### config.mk
export PLATFORM = sky130hd
export DESIGN_NAME = uart_prog_loader
export DESIGN_NICKNAME = d
export VERILOG_FILES = /design/src/rtl/loader_pkg.sv /design/src/rtl/word_assembler.sv /design/src/rtl/uart_prog_loader.sv
export SDC_FILE = /design/constraint.sdc
export NUM_CORES = 1
export LEC_CHECK = 0
export BUFFER_PORTS_ARGS = -buffer_cell sky130_fd_sc_hd__buf_2
export CORE_MARGIN = 5
export CORE_UTILIZATION = 54
export DETAILED_ROUTE_END_ITERATION = 8
export GPL_ROUTABILITY_DRIVEN = 0
export PLACE_DENSITY = 0.86
export SYNTH_ARGS = -nofsm -noshare
export SYNTH_HDL_FRONTEND = slang
export SYNTH_HIERARCHICAL = 1
export SYNTH_SLANG_ARGS = --single-unit
### constraint.sdc
create_clock -name clk -period 2.4 [get_ports clk]
set_input_delay 0.36 -clock clk [delete_from_list [all_inputs] [get_ports clk]]
set_output_delay 0.36 -clock clk [all_outputs]
set_load 0.05 [all_outputs]
### src/rtl/loader_pkg.sv
// Shared types and constants for the UART program loader.
package loader_pkg;

  typedef enum logic [1:0] {
    LOAD  = 2'd0,
    WRITE = 2'd1,
    RUN   = 2'd2
  } state_t;

  localparam int BYTES_PER_WORD = 4;
  localparam int CNT_W          = $clog2(BYTES_PER_WORD);

endpackage

### src/rtl/word_assembler.sv
// Little-endian byte-to-word assembler: byte k of a word lands in bits [8k+7:8k].
module word_assembler
  import loader_pkg::*;
(
  input  logic             clk,
  input  logic             rst,
  input  logic             flush,
  input  logic             byte_vld,
  input  logic [7:0]       byte_in,
  output logic [CNT_W-1:0] byte_cnt,
  output logic [31:0]      word
);

  logic [CNT_W-1:0] slot;
  logic [23:0]      low_q;

  // A flush in the same cycle as a byte makes that byte slot 0 of a fresh word.
  assign slot = flush ? '0 : byte_cnt;
  assign word = {byte_in, low_q};

  always_ff @(posedge clk or negedge rst) begin
    if (!rst) begin
      byte_cnt <= '0;
    end else if (byte_vld) begin
      byte_cnt <= slot + 1'b1;
    end else if (flush) begin
      byte_cnt <= '0;
    end
  end

  always_ff @(posedge clk) begin
    if (byte_vld) begin
      case (slot)
        2'd0:    low_q[7:0]   <= byte_in;
        2'd1:    low_q[15:8]  <= byte_in;
        2'd2:    low_q[23:16] <= byte_in;
        default: ;
      endcase
    end
  end

endmodule

### src/rtl/uart_prog_loader.sv
// Loads CELL_NUMBERS 32-bit words from a UART byte stream into instruction memory,
// holding the CPU in reset until done. Define LOADER_TIMEOUT_EN for the inter-byte timeout.
module uart_prog_loader
  import loader_pkg::*;
#(
  parameter int CELL_NUMBERS = 256,
  parameter int ADDR_W       = 8,
  parameter int TIMEOUT_CYC  = 1000
) (
  input  logic              clk,
  input  logic              rst,
  input  logic [7:0]        rx_data,
  input  logic              rx_valid,
  input  logic              reload,
  output logic              imem_we,
  output logic [ADDR_W-1:0] imem_addr,
  output logic [31:0]       imem_wdata,
  output logic              cpu_rst,
  output logic              load_done,
  output logic              timeout_err
);

  localparam logic [ADDR_W-1:0] LAST_IDX = ADDR_W'(CELL_NUMBERS - 1);

  if (CELL_NUMBERS < 1 || CELL_NUMBERS > (2 ** ADDR_W)) begin : g_bad_cells
    $error("CELL_NUMBERS must lie in 1..2**ADDR_W");
  end
  if (TIMEOUT_CYC < 1) begin : g_bad_timeout
    $error("TIMEOUT_CYC must be at least 1");
  end

  state_t            state_q, state_d;
  logic [ADDR_W-1:0] idx_q;
  logic [CNT_W-1:0]  byte_cnt;
  logic [31:0]       word;
  logic              accept, flush, expire, word_done;

  // Reload beats a coincident byte; RUN ignores the stream entirely.
  assign accept    = rx_valid && !reload && (state_q != RUN);
  assign word_done = accept && !expire && (byte_cnt == CNT_W'(BYTES_PER_WORD - 1));
  assign flush     = reload || expire;

  word_assembler u_asm (
    .clk      (clk),
    .rst      (rst),
    .flush    (flush),
    .byte_vld (accept),
    .byte_in  (rx_data),
    .byte_cnt (byte_cnt),
    .word     (word)
  );

`ifdef LOADER_TIMEOUT_EN
  localparam int TO_W = $clog2(TIMEOUT_CYC + 1);

  logic [TO_W-1:0] idle_q;
  logic            err_q;

  // Expiry is seen once TIMEOUT_CYC idle cycles have elapsed; a byte in that cycle starts a new word.
  assign expire = (state_q == LOAD) && (byte_cnt != '0) && (idle_q == TO_W'(TIMEOUT_CYC));

  always_ff @(posedge clk or negedge rst) begin
    if (!rst) begin
      idle_q <= '0;
      err_q  <= 1'b0;
    end else begin
      err_q <= expire && !reload;
      if (rx_valid || reload || expire || (state_q != LOAD) || (byte_cnt == '0)) begin
        idle_q <= '0;
      end else begin
        idle_q <= idle_q + 1'b1;
      end
    end
  end

  assign timeout_err = err_q;
`else
  assign expire      = 1'b0;
  assign timeout_err = 1'b0;
`endif

  always_ff @(posedge clk or negedge rst) begin
    if (!rst) begin
      state_q <= LOAD;
    end else begin
      state_q <= state_d;
    end
  end

  always_comb begin
    state_d = state_q;
    case (state_q)
      LOAD:    if (word_done) state_d = WRITE;
      WRITE:   if (reload) state_d = LOAD;
               else if (idx_q == LAST_IDX) state_d = RUN;
               else state_d = LOAD;
      RUN:     if (reload) state_d = LOAD;
      default: state_d = LOAD;
    endcase
  end

  always_ff @(posedge clk or negedge rst) begin
    if (!rst) begin
      idx_q      <= '0;
      imem_addr  <= '0;
      imem_wdata <= '0;
    end else begin
      if (reload) begin
        idx_q <= '0;
      end else if (state_q == WRITE) begin
        idx_q <= idx_q + 1'b1;
      end
      if (word_done) begin
        imem_addr  <= idx_q;
        imem_wdata <= word;
      end
    end
  end

  assign imem_we   = (state_q == WRITE);
  assign cpu_rst   = (state_q != RUN);
  assign load_done = (state_q == RUN);

endmodule
---- Word-level counts from Yosys, hierarchy flattened ----
Cells that the tools add are included.
cells by class
  add/sub/neg operators ................... 2
  $mul .................................... 0
  divide/modulo/power cells ............... 0
  $lt $le $gt $ge ......................... 0
  eq/ne operators ......................... 9
  shift operators ......................... 0
  muxes and demuxes ....................... 9
  bitwise gates (word level) .............. 0
  reduce and logical (&&, ||, !) cells .... 11
operator list
  cell                                                 count
  two-way mux 8 bit                                    2
  two-way mux 2 bit                                    6
  adder 8 x 1 -> 8 bit, second input constant          1
  equality test 8 bit, second input constant           1
  AND reduction 2 bit                                  4
  equality test 2 bit, second input constant           3
  != test 2 bit, second input constant                 3
  one-hot mux 2 bit (3 select lines)                   1
  equality test 2 x 1 -> 1 bit, second input constant  2
  zero test 2 bit                                      2
  logical AND 1 bit                                    3
  adder 2 x 1 -> 2 bit, second input constant          1
  nonzero test 2 bit                                   1
  zero test 1 bit                                      1
storage, ports and cells
  flip-flop bits (word level) ............. 76
  latch bits .............................. 0
  RAM bits ................................ 0
  ROM bits ................................ 0
  input port bits ......................... 12
  output and inout bits ................... 44
  logic and storage cells ................. 39
  memories kept ........................... 0

---- Depth between registers and ports, before layout ----
  depth after elaboration ................. 6
  mapped depth ............................ 4
  mapped depth without buffers ............ 4

---- Modules after synthesis ----
Netlist, hierarchy kept.
modules (own cells, without submodules)
  module            times used  cells each  area an instance (um^2)  sequential area each (um^2)
  uart_prog_loader  1           138         2025.7                   1251.2
  word_assembler    1           43          919.6                    770.7

---- Worst setup path after synthesis ----
OpenSTA, ideal clock, no wires.
  path kind ............................... reg-to-reg
  start point ............................. register state_q[1]
  end point ............................... register u_asm.low_q[10] (enable)
  library setup time ...................... 370 ps
  data arrival time ....................... 1572 ps
  data required time ...................... 2030 ps
  setup slack ............................. 459 ps
  cell stages (with the launch flop) ...... 4
  buffers on the path ..................... 0
  clock period less this slack ............ 1941 ps
  path through ............................ dfrtp_1 -> nor2b_2 -> nor3b_1 -> nor3b_2
on the way
  cells in the longest elaborated chain, start to end .. 3
RTL lines
  item                           line                    source
  start, declared                uart_prog_loader.sv:32  state_t state_q, state_d;
  start signal, assigned         uart_prog_loader.sv:86  state_q <= state_d;
  != test 2 bit                  uart_prog_loader.sv:39  assign accept = rx_valid && !reload && (state_q != RUN);
  logical AND 1 bit              uart_prog_loader.sv:39
  net accept                     uart_prog_loader.sv:36  logic accept, flush, expire, word_done;
  AND reduction 2 bit (no line)  --
  end signal, assigned           word_assembler.sv:35    2'd1: low_q[15:8] <= byte_in;
  end, declared                  word_assembler.sv:15    logic [23:0] low_q;
The timed path passes the listed nets, and every way through them passes these cells.
A chain may end at the register's enable or synchronous reset.

---- Worst setup path in the final report ----
  start point ............................. register state_q[1]
  end point ............................... register u_asm.low_q[5] (enable)
The elaborated chain is that of the path after synthesis.

==> impl_metrics.json <==
{
  "switching_share_pct": 32.7,
  "cts_sinks": 76,
  "relSlewSlack_pct": 58.2,
  "grt_setup_unrepaired": "false",
  "max_freq_mhz": 518,
  "multiInputGateArea_um2": 796,
  "wl_mm": 5.36,
  "cap_violations": 0,
  "clk_path_buf_depth": 2,
  "h-tree-depth": 3,
  "ys.flop_type": "dfrtp_1",
  "mostFrequentLayoutCell": "buf_2",
  "syn_nets": 195,
  "p_per_area_mw_per_mm2": 920,
  "overflow": 0,
  "endpoint": "u_asm/low_q[5]",
  "clock_skew_ns": 0.00811,
  "floorplan.die_area_mm2": 0.00703,
  "placed_area_mm2": 0.00322,
  "synthSimpleGateAreaFrac_pct": 7.31,
  "grt_pass1_wl_mm": 8.93,
  "cts_setup_buffers": 0,
  "cellLeakagePower_nw": 1.63,
  "cts_buffers": 9,
  "arrival_ns": 1.94,
  "vias_per_cell": 5.24,
  "netlist.area_leader.share_pct": 44.2,
  "timing.rr.start": "state_q[1]",
  "seqPwrFrac_pct": 48.3,
  "final_cell_mix": "54 x buf_2, 52 x dfrtp_1, 37 x mux2_2",
  "p_int_mw": 2.12,
  "first_global_vias": 1728,
  "layout.nets": 250,
  "yosys-top-cells-area": "dfrtp_1 44%, edfxtp_1 24%, mux2_2 14%, buf_4 2.3%, buf_6 1.5%",
  "synth_fa_ha_area_share_pct": 0.850,
  "ir_drop_uv": 521,
  "worstPathRequired_ns": 2.40,
  "grtUsageTotal_pct": 16.6,
  "r2r_cells": 3,
  "setup_viol": 0,
  "num_vias": 1629,
  "post-dp-hpwl_mm": 3.61,
  "cts_resized": 0,
  "reg2reg_slack_ns": 0.47,
  "hold_class": "in2async",
  "core_area_mm2": 0.00520,
  "tns_ns": 0,
  "path_class": "reg2reg",
  "hold_viol": 0,
  "finalMaxSlewViolations": 0,
  "drive_gt1_share_pct": 49.0,
  "ioPinCount": 56,
  "synth-seq-area-share_pct": 68.6,
  "antenna_found_initial": 0,
  "seq_area_mm2": 0.00202,
  "muxShareOfSynthArea_pct": 15.6,
  "die_y_um": 83.9,
  "status": "finished, final reports clean",
  "fill_cells": 402,
  "root_buffer": "clkbuf_8",
  "worstMarginPinSlew_ns": 0.626,
  "route.detailed.drc": 0,
  "yosysTopAreaCell": "dfrtp_1",
  "drt_pass1_iterations": 4,
  "syn_avg_cell_area_um2": 16.3,
  "final_area_mm2": 0.00343,
  "finalCritPeriodShare_pct": 80.5,
  "drt_iter0_markers": 90,
  "crit_path_start": "state_q[1]",
  "cp-start-kind": "register",
  "synth_compound_area_share_pct": 2.21,
  "ys_ff_latch": 76,
  "port_buffers": 54,
  "finalNonFillerCells": 311,
  "critPathMaxFanout": 8,
  "fin_crit_ns": 1.93,
  "p_comb_share_pct": 21.2,
  "p_clk_share_pct": 30.5,
  "die_x_um": 83.9,
  "dp_cells": 295,
  "cts_tree": "done",
  "areaGrowthSynthToFinish_pct": 16.3,
  "switching_power_mw": 1.03,
  "synth_top_family_by_area": "multiplexers",
  "ys_types": 30,
  "syn_area_mm2": 0.00295,
  "clk_pin_slew_ns": 0.08,
  "start_util_pct": 56.6,
  "syn-instance-count": 181,
  "wl_per_cell_um": 17.2,
  "grt_start_max_net_pins": 53,
  "rr_endpoint": "u_asm/low_q[5]",
  "synth_xor_area_share_pct": 0.892,
  "cp-end-kind": "register",
  "clk_latency_ns": 0.34,
  "postCtsHoldBufs": 0,
  "core.rowCount": 26,
  "diodes": 0,
  "synth_edf_count": 24,
  "async_flop_share_pct": 68.4,
  "route.antenna.remaining_nets": 0,
  "synth_warnings": 6
}
## worst max-delay path: stages, from the launching register on
cell     delay [ns]
dfrtp_1        0.41
nor2b_2        0.20
nor3b_1        0.53
and2_1         0.45
## power groups by stage
stage	combinational, mW	sequential [mW]	clock [mW]
after global placement	0.665	1.54	0
after floorplan	0.129	1.92	0
after detailed placement	0.678	1.55	0
final	0.670	1.52	0.960
after CTS	0.680	1.53	0.982
after global routing	0.704	1.54	1.05
## cells in the mapped netlist (3+ instances only)
cell      instances
dfrtp_1          52
mux2_2           37
edfxtp_1         24
buf_4             9
a21oi_1           6
buf_6             4
nand2_1           4
nand3_1           4
o21ai_0           4
or3_1             4
mux2_1            3
nor2_1            3
## worst min path at each step
stage	startpoint	endpoint	slack (ns)
after floorplan	rst	idx_q[0]	0.06
after global placement	u_asm/low_q[10]	imem_wdata[10]	0.45
after detailed placement	u_asm/low_q[20]	imem_wdata[20]	0.46
after CTS	rst	imem_wdata[22]	0.13
after global routing	rst	imem_wdata[23]	0.16
final	rst	imem_wdata[22]	0.12
## metal layers
metal / vias up / wire [um] / track usage [%]
li1: 758 / - / -
met1: 812 / 2250 / 20.8
met2: 50 / 2740 / 26.0
met3: 9 / 312 / 4.94
met4: 0 / 63 / 8.33
met5: - / 0 / 0
## state kept, by name, indices dropped and copies added, names as in the netlist
| register | flops |
|---|---|
| idx_q | 8 |
| imem_addr | 8 |
| imem_wdata | 32 |
| state_q | 2 |
| u_asm/byte_cnt | 2 |
| u_asm/low_q | 24 |
## logic make-up (layout without fill, tap and decap cells)
logic type	count (synthesis)	after routing
multiplexers	41	41
AO/OA/AOI/OAI	12	12
other	1	1
XOR/XNOR	3	3
AND/OR/NAND/NOR	29	29
flip-flops	76	76
buffers and inverters	17	77
adder cells (fa/ha/maj)	2	2
## metrics by stage
stage	power, mW	utilization [%]	setup slack, ns	hold slack [ns]
after floorplan	2.05	-	0.459	0.0644
after global placement	2.21	61.9	0.610	0.451
after detailed placement	2.23	61.9	0.509	0.465
after CTS	3.19	65.8	0.490	0.135
after global routing	3.29	65.8	0.368	0.163
final	3.15	65.8	0.468	0.116
## area by class of cell
| cell class | instances | share of cell area, % |
|---|---|---|
| clock buffers | 11 | 5.08 |
| clock inverters | 5 | 0.913 |
| inverters | 2 | 0.219 |
| multi-input cells | 88 | 23.2 |
| flip-flops and latches | 76 | 59.0 |
| well taps | 70 | 2.56 |
| repair buffers | 59 | 8.98 |
Power figures use the tool's default switching activity.
